### config.mk
export PLATFORM = sky130hd
export DESIGN_NAME = brew_sequencer_flat
export DESIGN_NICKNAME = d
export VERILOG_FILES = /design/src/rtl/brew_pkg.sv /design/src/rtl/brew_if.sv /design/src/rtl/brew_sequencer_phase_timer.sv /design/src/rtl/brew_sequencer.sv /design/src/flat_wrapper.sv
export SDC_FILE = /design/constraint.sdc
export NUM_CORES = 1
export LEC_CHECK = 0
export CAP_MARGIN = 20
export CORE_MARGIN = 4
export CORE_UTILIZATION = 45
export DETAILED_ROUTE_END_ITERATION = 16
export PLACE_DENSITY = 0.7
export SKIP_LAST_GASP = 1
export SLEW_MARGIN = 0
export SYNTH_ARGS = -nofsm -noshare
export SYNTH_HDL_FRONTEND = slang
export SYNTH_SLANG_ARGS = --single-unit
### constraint.sdc
create_clock -name clk -period 2.14 [get_ports clk]
set_input_delay 0.428 -clock clk [delete_from_list [all_inputs] [get_ports clk]]
set_output_delay 0.428 -clock clk [all_outputs]
set_load 0.005 [all_outputs]
### src/rtl/brew_pkg.sv
// Shared types and defaults for the brew sequencer: state encoding,
// default phase durations and the phase-timer width helper.
package brew_pkg;

    typedef enum logic [2:0] {
        IDLE,
        GRIND,
        HEAT,
        POUR,
        FIN,
        ABORT
    } brew_state_t;

    localparam int DEF_GRIND_CYC = 4;
    localparam int DEF_HEAT_CYC  = 6;
    localparam int DEF_POUR_CYC  = 5;
    localparam int DEF_CUP_W     = 8;

    // Timer holds CYC-1 at most, so clog2 of the longest phase is enough.
    function automatic int timer_w(input int g, input int h, input int p);
        int m;
        m = g;
        if (h > m) m = h;
        if (p > m) m = p;
        return (m < 2) ? 1 : $clog2(m);
    endfunction

endpackage

### src/rtl/brew_if.sv
// Request/status bundle between the vending controller (master) and the
// brew sequencer (slave).
interface brew_if
    import brew_pkg::*;
#(
    parameter int CUP_W = DEF_CUP_W
);
    logic             COFFEE;
    logic             ERROR;
    logic             GRIND;
    logic             HEAT;
    logic             PUMP;
    logic             BUSY;
    logic             DONE;
    logic [CUP_W-1:0] CUPS;

    modport master (
        output COFFEE, ERROR,
        input  GRIND, HEAT, PUMP, BUSY, DONE, CUPS
    );

    modport slave (
        input  COFFEE, ERROR,
        output GRIND, HEAT, PUMP, BUSY, DONE, CUPS
    );
endinterface

### src/rtl/brew_sequencer_phase_timer.sv
// Loadable down-counter for the brew phases; parks at zero until reloaded.
module phase_timer #(
    parameter int W = 3
) (
    input  logic         clk,
    input  logic         rstn,
    input  logic         load,
    input  logic [W-1:0] load_val,
    output logic         zero
);
    logic [W-1:0] r_count;

    always_ff @(posedge clk or negedge rstn) begin
        if (!rstn) begin
            r_count <= '0;
        end else if (load) begin
            r_count <= load_val;
        end else if (r_count != '0) begin
            r_count <= r_count - W'(1);
        end
    end

    assign zero = (r_count == '0);
endmodule

### src/rtl/brew_sequencer.sv
// Brew cycle sequencer GRIND -> HEAT -> POUR with abort on resource fault.
// Optional macro BREW_QUEUE_EN adds a one-deep pending request while busy.
//
//   state | meaning
//   IDLE  | waiting for an accepted COFFEE request
//   GRIND | grinder on for GRIND_CYC cycles
//   HEAT  | heater on for HEAT_CYC cycles
//   POUR  | pump on for POUR_CYC cycles
//   FIN   | one-cycle DONE strobe, cup counted
//   ABORT | fault seen mid-brew, waits for ERROR=1
module brew_sequencer
    import brew_pkg::*;
#(
    parameter int GRIND_CYC = DEF_GRIND_CYC,
    parameter int HEAT_CYC  = DEF_HEAT_CYC,
    parameter int POUR_CYC  = DEF_POUR_CYC,
    parameter int CUP_W     = DEF_CUP_W
) (
    input  logic    clk,
    input  logic    rstn,
    brew_if.slave   bus
);
    localparam int TW = timer_w(GRIND_CYC, HEAT_CYC, POUR_CYC);
    localparam logic [TW-1:0] LD_GRIND = TW'(GRIND_CYC - 1);
    localparam logic [TW-1:0] LD_HEAT  = TW'(HEAT_CYC - 1);
    localparam logic [TW-1:0] LD_POUR  = TW'(POUR_CYC - 1);

    brew_state_t      r_state;
    brew_state_t      w_state_nxt;
    logic             w_load;
    logic [TW-1:0]    w_load_val;
    logic             w_zero;
    logic             r_grind, r_heat, r_pump, r_busy, r_done;
    logic [CUP_W-1:0] r_cups;
`ifdef BREW_QUEUE_EN
    logic             r_pending;
    logic             w_pending_nxt;
`endif

    phase_timer #(.W(TW)) u_timer (
        .clk      (clk),
        .rstn     (rstn),
        .load     (w_load),
        .load_val (w_load_val),
        .zero     (w_zero)
    );

    always_ff @(posedge clk or negedge rstn) begin
        if (!rstn) begin
            r_state <= IDLE;
        end else begin
            r_state <= w_state_nxt;
        end
    end

    always_comb begin
        w_state_nxt = r_state;
        w_load      = 1'b0;
        w_load_val  = '0;
        case (r_state)
            IDLE: begin
                if (bus.COFFEE && bus.ERROR) begin
                    w_state_nxt = GRIND;
                    w_load      = 1'b1;
                    w_load_val  = LD_GRIND;
                end
            end
            GRIND: begin
                if (!bus.ERROR) begin
                    w_state_nxt = ABORT;
                end else if (w_zero) begin
                    w_state_nxt = HEAT;
                    w_load      = 1'b1;
                    w_load_val  = LD_HEAT;
                end
            end
            HEAT: begin
                if (!bus.ERROR) begin
                    w_state_nxt = ABORT;
                end else if (w_zero) begin
                    w_state_nxt = POUR;
                    w_load      = 1'b1;
                    w_load_val  = LD_POUR;
                end
            end
            POUR: begin
                if (!bus.ERROR) begin
                    w_state_nxt = ABORT;
                end else if (w_zero) begin
                    w_state_nxt = FIN;
                end
            end
            FIN: begin
                w_state_nxt = IDLE;
`ifdef BREW_QUEUE_EN
                if (bus.ERROR && (r_pending || bus.COFFEE)) begin
                    w_state_nxt = GRIND;
                    w_load      = 1'b1;
                    w_load_val  = LD_GRIND;
                end
`endif
            end
            ABORT: begin
                if (bus.ERROR) begin
                    w_state_nxt = IDLE;
                end
            end
            default: w_state_nxt = IDLE;
        endcase
    end

`ifdef BREW_QUEUE_EN
    // FIN consumes or discards the pending request; abort always discards it.
    always_comb begin
        w_pending_nxt = r_pending;
        if (r_state == FIN || w_state_nxt == ABORT) begin
            w_pending_nxt = 1'b0;
        end else if (bus.COFFEE && (r_state == GRIND || r_state == HEAT || r_state == POUR)) begin
            w_pending_nxt = 1'b1;
        end
    end

    always_ff @(posedge clk or negedge rstn) begin
        if (!rstn) begin
            r_pending <= 1'b0;
        end else begin
            r_pending <= w_pending_nxt;
        end
    end
`endif

    // Outputs are registered from the next state so they align with r_state.
    always_ff @(posedge clk or negedge rstn) begin
        if (!rstn) begin
            r_grind <= 1'b0;
            r_heat  <= 1'b0;
            r_pump  <= 1'b0;
            r_busy  <= 1'b0;
            r_done  <= 1'b0;
            r_cups  <= '0;
        end else begin
            r_grind <= (w_state_nxt == GRIND);
            r_heat  <= (w_state_nxt == HEAT);
            r_pump  <= (w_state_nxt == POUR);
            r_busy  <= (w_state_nxt != IDLE);
            r_done  <= (w_state_nxt == FIN);
            if (w_state_nxt == FIN && r_cups != '1) begin
                r_cups <= r_cups + CUP_W'(1);
            end
        end
    end

    assign bus.GRIND = r_grind;
    assign bus.HEAT  = r_heat;
    assign bus.PUMP  = r_pump;
    assign bus.BUSY  = r_busy;
    assign bus.DONE  = r_done;
    assign bus.CUPS  = r_cups;
endmodule

### src/flat_wrapper.sv
// flat-port wrapper written by rule: the top's interface ports become plain ports
module brew_sequencer_flat import brew_pkg::*;
#(
    parameter int GRIND_CYC = DEF_GRIND_CYC,
    parameter int HEAT_CYC  = DEF_HEAT_CYC,
    parameter int POUR_CYC  = DEF_POUR_CYC,
    parameter int CUP_W     = DEF_CUP_W
)
  (clk, rstn, bus_COFFEE, bus_ERROR, bus_GRIND, bus_HEAT, bus_PUMP, bus_BUSY, bus_DONE, bus_CUPS);
  brew_if #(.CUP_W(CUP_W)) bus_i ();
  input  logic clk;
  input  logic rstn;
  input wire logic [$bits(bus_i.COFFEE)-1:0] bus_COFFEE;
  input wire logic [$bits(bus_i.ERROR)-1:0] bus_ERROR;
  output wire logic [$bits(bus_i.GRIND)-1:0] bus_GRIND;
  output wire logic [$bits(bus_i.HEAT)-1:0] bus_HEAT;
  output wire logic [$bits(bus_i.PUMP)-1:0] bus_PUMP;
  output wire logic [$bits(bus_i.BUSY)-1:0] bus_BUSY;
  output wire logic [$bits(bus_i.DONE)-1:0] bus_DONE;
  output wire logic [$bits(bus_i.CUPS)-1:0] bus_CUPS;
  assign bus_i.COFFEE = bus_COFFEE;
  assign bus_i.ERROR = bus_ERROR;
  assign bus_GRIND = bus_i.GRIND;
  assign bus_HEAT = bus_i.HEAT;
  assign bus_PUMP = bus_i.PUMP;
  assign bus_BUSY = bus_i.BUSY;
  assign bus_DONE = bus_i.DONE;
  assign bus_CUPS = bus_i.CUPS;
  brew_sequencer #(.GRIND_CYC(GRIND_CYC), .HEAT_CYC(HEAT_CYC), .POUR_CYC(POUR_CYC), .CUP_W(CUP_W)) u_core (.clk(clk), .rstn(rstn), .bus(bus_i));
endmodule
==> out/metrics.csv <==
metric,value,unit
pin_count,17,
clkTransAtPathRegs,110,ps
tightestPinTransition,473,ps
grt_overflow,0,
startpoint,u_core.u_timer.r_count[0],
drt_wl_total,1.98,mm
diodes,0,
syn_nets,107,
track_usage,0.155,
multiInputGateArea,493,um2
start_kind,register,
min_period_over_period,0.947,
first_global_vias,809,
antenna_found_initial,0,
cts.repair.resized,0,
post-cts-setup-buffers,0,
r2r_start,u_core.u_timer.r_count[0],
setup_tns,0,ps
fillCellCount,171,
ff2ff_path_depth,6,
vias_per_cell,5.42,
ys_types,34,
drive_above_1_share,0.132,
fin_nets,129,
start_util,0.492,
criticalPathCategory,reg2reg,
fin_cells,148,
cts_tree,done,
ir_drop,0.642,mV
post_drt_wl_per_cell,13.4,um
cp_data_arrival_time,2210,ps
grt_first_pass_wirelength,3.40,mm
synth_seq_area_share,0.478,
drc_errors,0,
synth-seq-cells,19,
numCtsBuffers,3,
period_minus_slack,2030,ps
grt_max_degree,20,
die_h,55.0,um
drt_iter0_markers,12,
cts_buffer_depth,2,
via_count,802,
portBuffers,16,
die_width,55.0,um
status,"finished, final reports clean",
placed_area,1210,um2
numPlacedInstances,144,
htreeDepth,1,
final_area,1230,um2
p_leak,0.000549,uW
hold_viol_final,0,
seq_area,475,um2
path_max_fanout,6,
hold_class,in2async,
slew_viol_final,0,
rsz0062_at_grt,no,
ctsRootBufferMaster,clkbuf_4,
clock-sinks,19,
die_area,3030,um2
rows,16,
fmax,0.493,GHz
slew_headroom,0.684,
p_per_area,917,nW/um2
cp.required,2320,ps
finalSetupViolations,0,
cts_hold_buffers,0,
syn_avg_cell_area,9.95,um2
finClkSkew,3.11,ps
core,2020,um2
syn_inst,100,
clk_latency,290,ps
yosysWarnings,0,
drtPass1Iterations,4,
power,1130,uW
dp_hpwl,1.45,mm
end_kind,register,
syn2layout_area_growth,24.2,%
globalplace.congestion,0.821,
ant_nets,0,
syn_area,995,um2
max-cap-violations,0,
## per-stage QoR
step	util	hold slack, ps	worst slack (ps)
final	0.611	447	113
after global routing	0.611	466	11.8
after CTS	0.611	452	125
after detailed placement	0.597	527	56.2
after global placement	0.597	510	78.3
after floorplan	-	132	280
## power breakdown
part	internal (uW)	total [uW]	switching, uW
clock network	69.5	182	112
logic	219	430	212
registers	434	521	86.5
total	722	1130	411
## Yosys cell counts
cell | number | area share
nor2_1 | 9 | 0.034
a21oi_1 | 3 | 0.015
clkbuf_1 | 2 | 0.0075
a32oi_1 | 1 | 0.0088
nor2b_1 | 6 | 0.038
nand2_1 | 11 | 0.042
or3_4 | 1 | 0.011
o221a_2 | 1 | 0.011
o21ai_0 | 7 | 0.035
mux2_2 | 3 | 0.034
mux2i_1 | 1 | 0.010
nand4_1 | 2 | 0.013
nor4b_1 | 1 | 0.0088
a41oi_1 | 1 | 0.0088
dfrtp_1 | 19 | 0.48
xnor2_1 | 1 | 0.0088
nor3_1 | 4 | 0.020
ha_1 | 3 | 0.038
inv_1 | 4 | 0.015
a31oi_1 | 1 | 0.0063
a2bb2oi_1 | 1 | 0.0088
nand3b_2 | 1 | 0.011
nor3_2 | 1 | 0.010
mux2_1 | 1 | 0.011
buf_1 | 1 | 0.0038
a221oi_1 | 1 | 0.0088
nand3_1 | 4 | 0.020
o211ai_1 | 1 | 0.0075
nand2b_1 | 2 | 0.013
xor2_1 | 2 | 0.018
nand3b_4 | 1 | 0.020
nor3b_1 | 1 | 0.0075
or2b_1 | 1 | 0.0075
a32o_1 | 1 | 0.010
## state kept, by name, indices dropped and copies added (netlist names)
register                cells
u_core.bus.BUSY             1
u_core.bus.HEAT             1
u_core.bus.GRIND            1
u_core.r_state              3
u_core.u_timer.r_count      3
u_core.bus.CUPS             8
u_core.bus.DONE             1
u_core.bus.PUMP             1
## final cells by class
type                    count  area share
clock buffers               3      0.0182
clock inverters             1     0.00405
inverters                   4      0.0122
multi-input cells          74       0.399
flip-flops and latches     19       0.385
well taps                  27      0.0274
repair buffers             20       0.154
## layer usage
layer  part of all wire  GRT usage  vias to the layer above
met5                  0          0                        -
met4             0.0051     0.0526                        0
met3              0.033     0.0268                        2
met2               0.47      0.256                       14
met1               0.49      0.203                      389
li1                   -          -                      397
## layout by cell type (no fill, tap or decap), types with 2 or more instances in the layout
| cell type | netlist | layout |
|---|---|---|
| buf_4 | 0 | 4 |
| inv_1 | 4 | 4 |
| nand2_1 | 11 | 11 |
| nor2_1 | 9 | 9 |
| clkbuf_4 | 0 | 3 |
| ha_1 | 3 | 3 |
| a21oi_1 | 3 | 3 |
| mux2_2 | 3 | 3 |
| o21ai_0 | 7 | 7 |
| nand4_1 | 2 | 2 |
| nor2b_1 | 6 | 6 |
| nand3_1 | 4 | 4 |
| dfrtp_1 | 19 | 19 |
| nand2b_1 | 2 | 2 |
| clkdlybuf4s50_1 | 0 | 16 |
| xor2_1 | 2 | 2 |
| nor3_1 | 4 | 4 |
## critical path, cell delays in order (launching register included)
cell and delay, ps:
dfrtp_1 460, inv_1 110, ha_1 260, nand3b_4 130, or3_4 440, nor3_2 190
mux2_1 340
## cells by family (layout without fill, tap and decap cells)
| family | after synthesis | after routing | share of synthesized area |
|---|---|---|---|
| simple gates | 45 | 45 | 0.255 |
| flops | 19 | 19 | 0.478 |
| compound gates | 18 | 18 | 0.121 |
| buf+inv | 7 | 28 | 0.0264 |
| mux | 5 | 5 | 0.0553 |
| fa+ha+maj | 3 | 3 | 0.0377 |
| xor+xnor | 3 | 3 | 0.0264 |
## path summary, 6_finish.rpt
kind / end / slack (ps)
max reg2reg: u_core.bus.CUPS[7] / 110
min reg2reg: u_core.bus.CUPS[0] / 540
max in group asynchronous: u_core.u_timer.r_count[0] / 1490
max: u_core.bus.CUPS[7] / 110
min: u_core.r_state[1] / 450
min in group clk: u_core.bus.CUPS[0] / 540
Note: power is estimated with default switching activity, not from simulation.
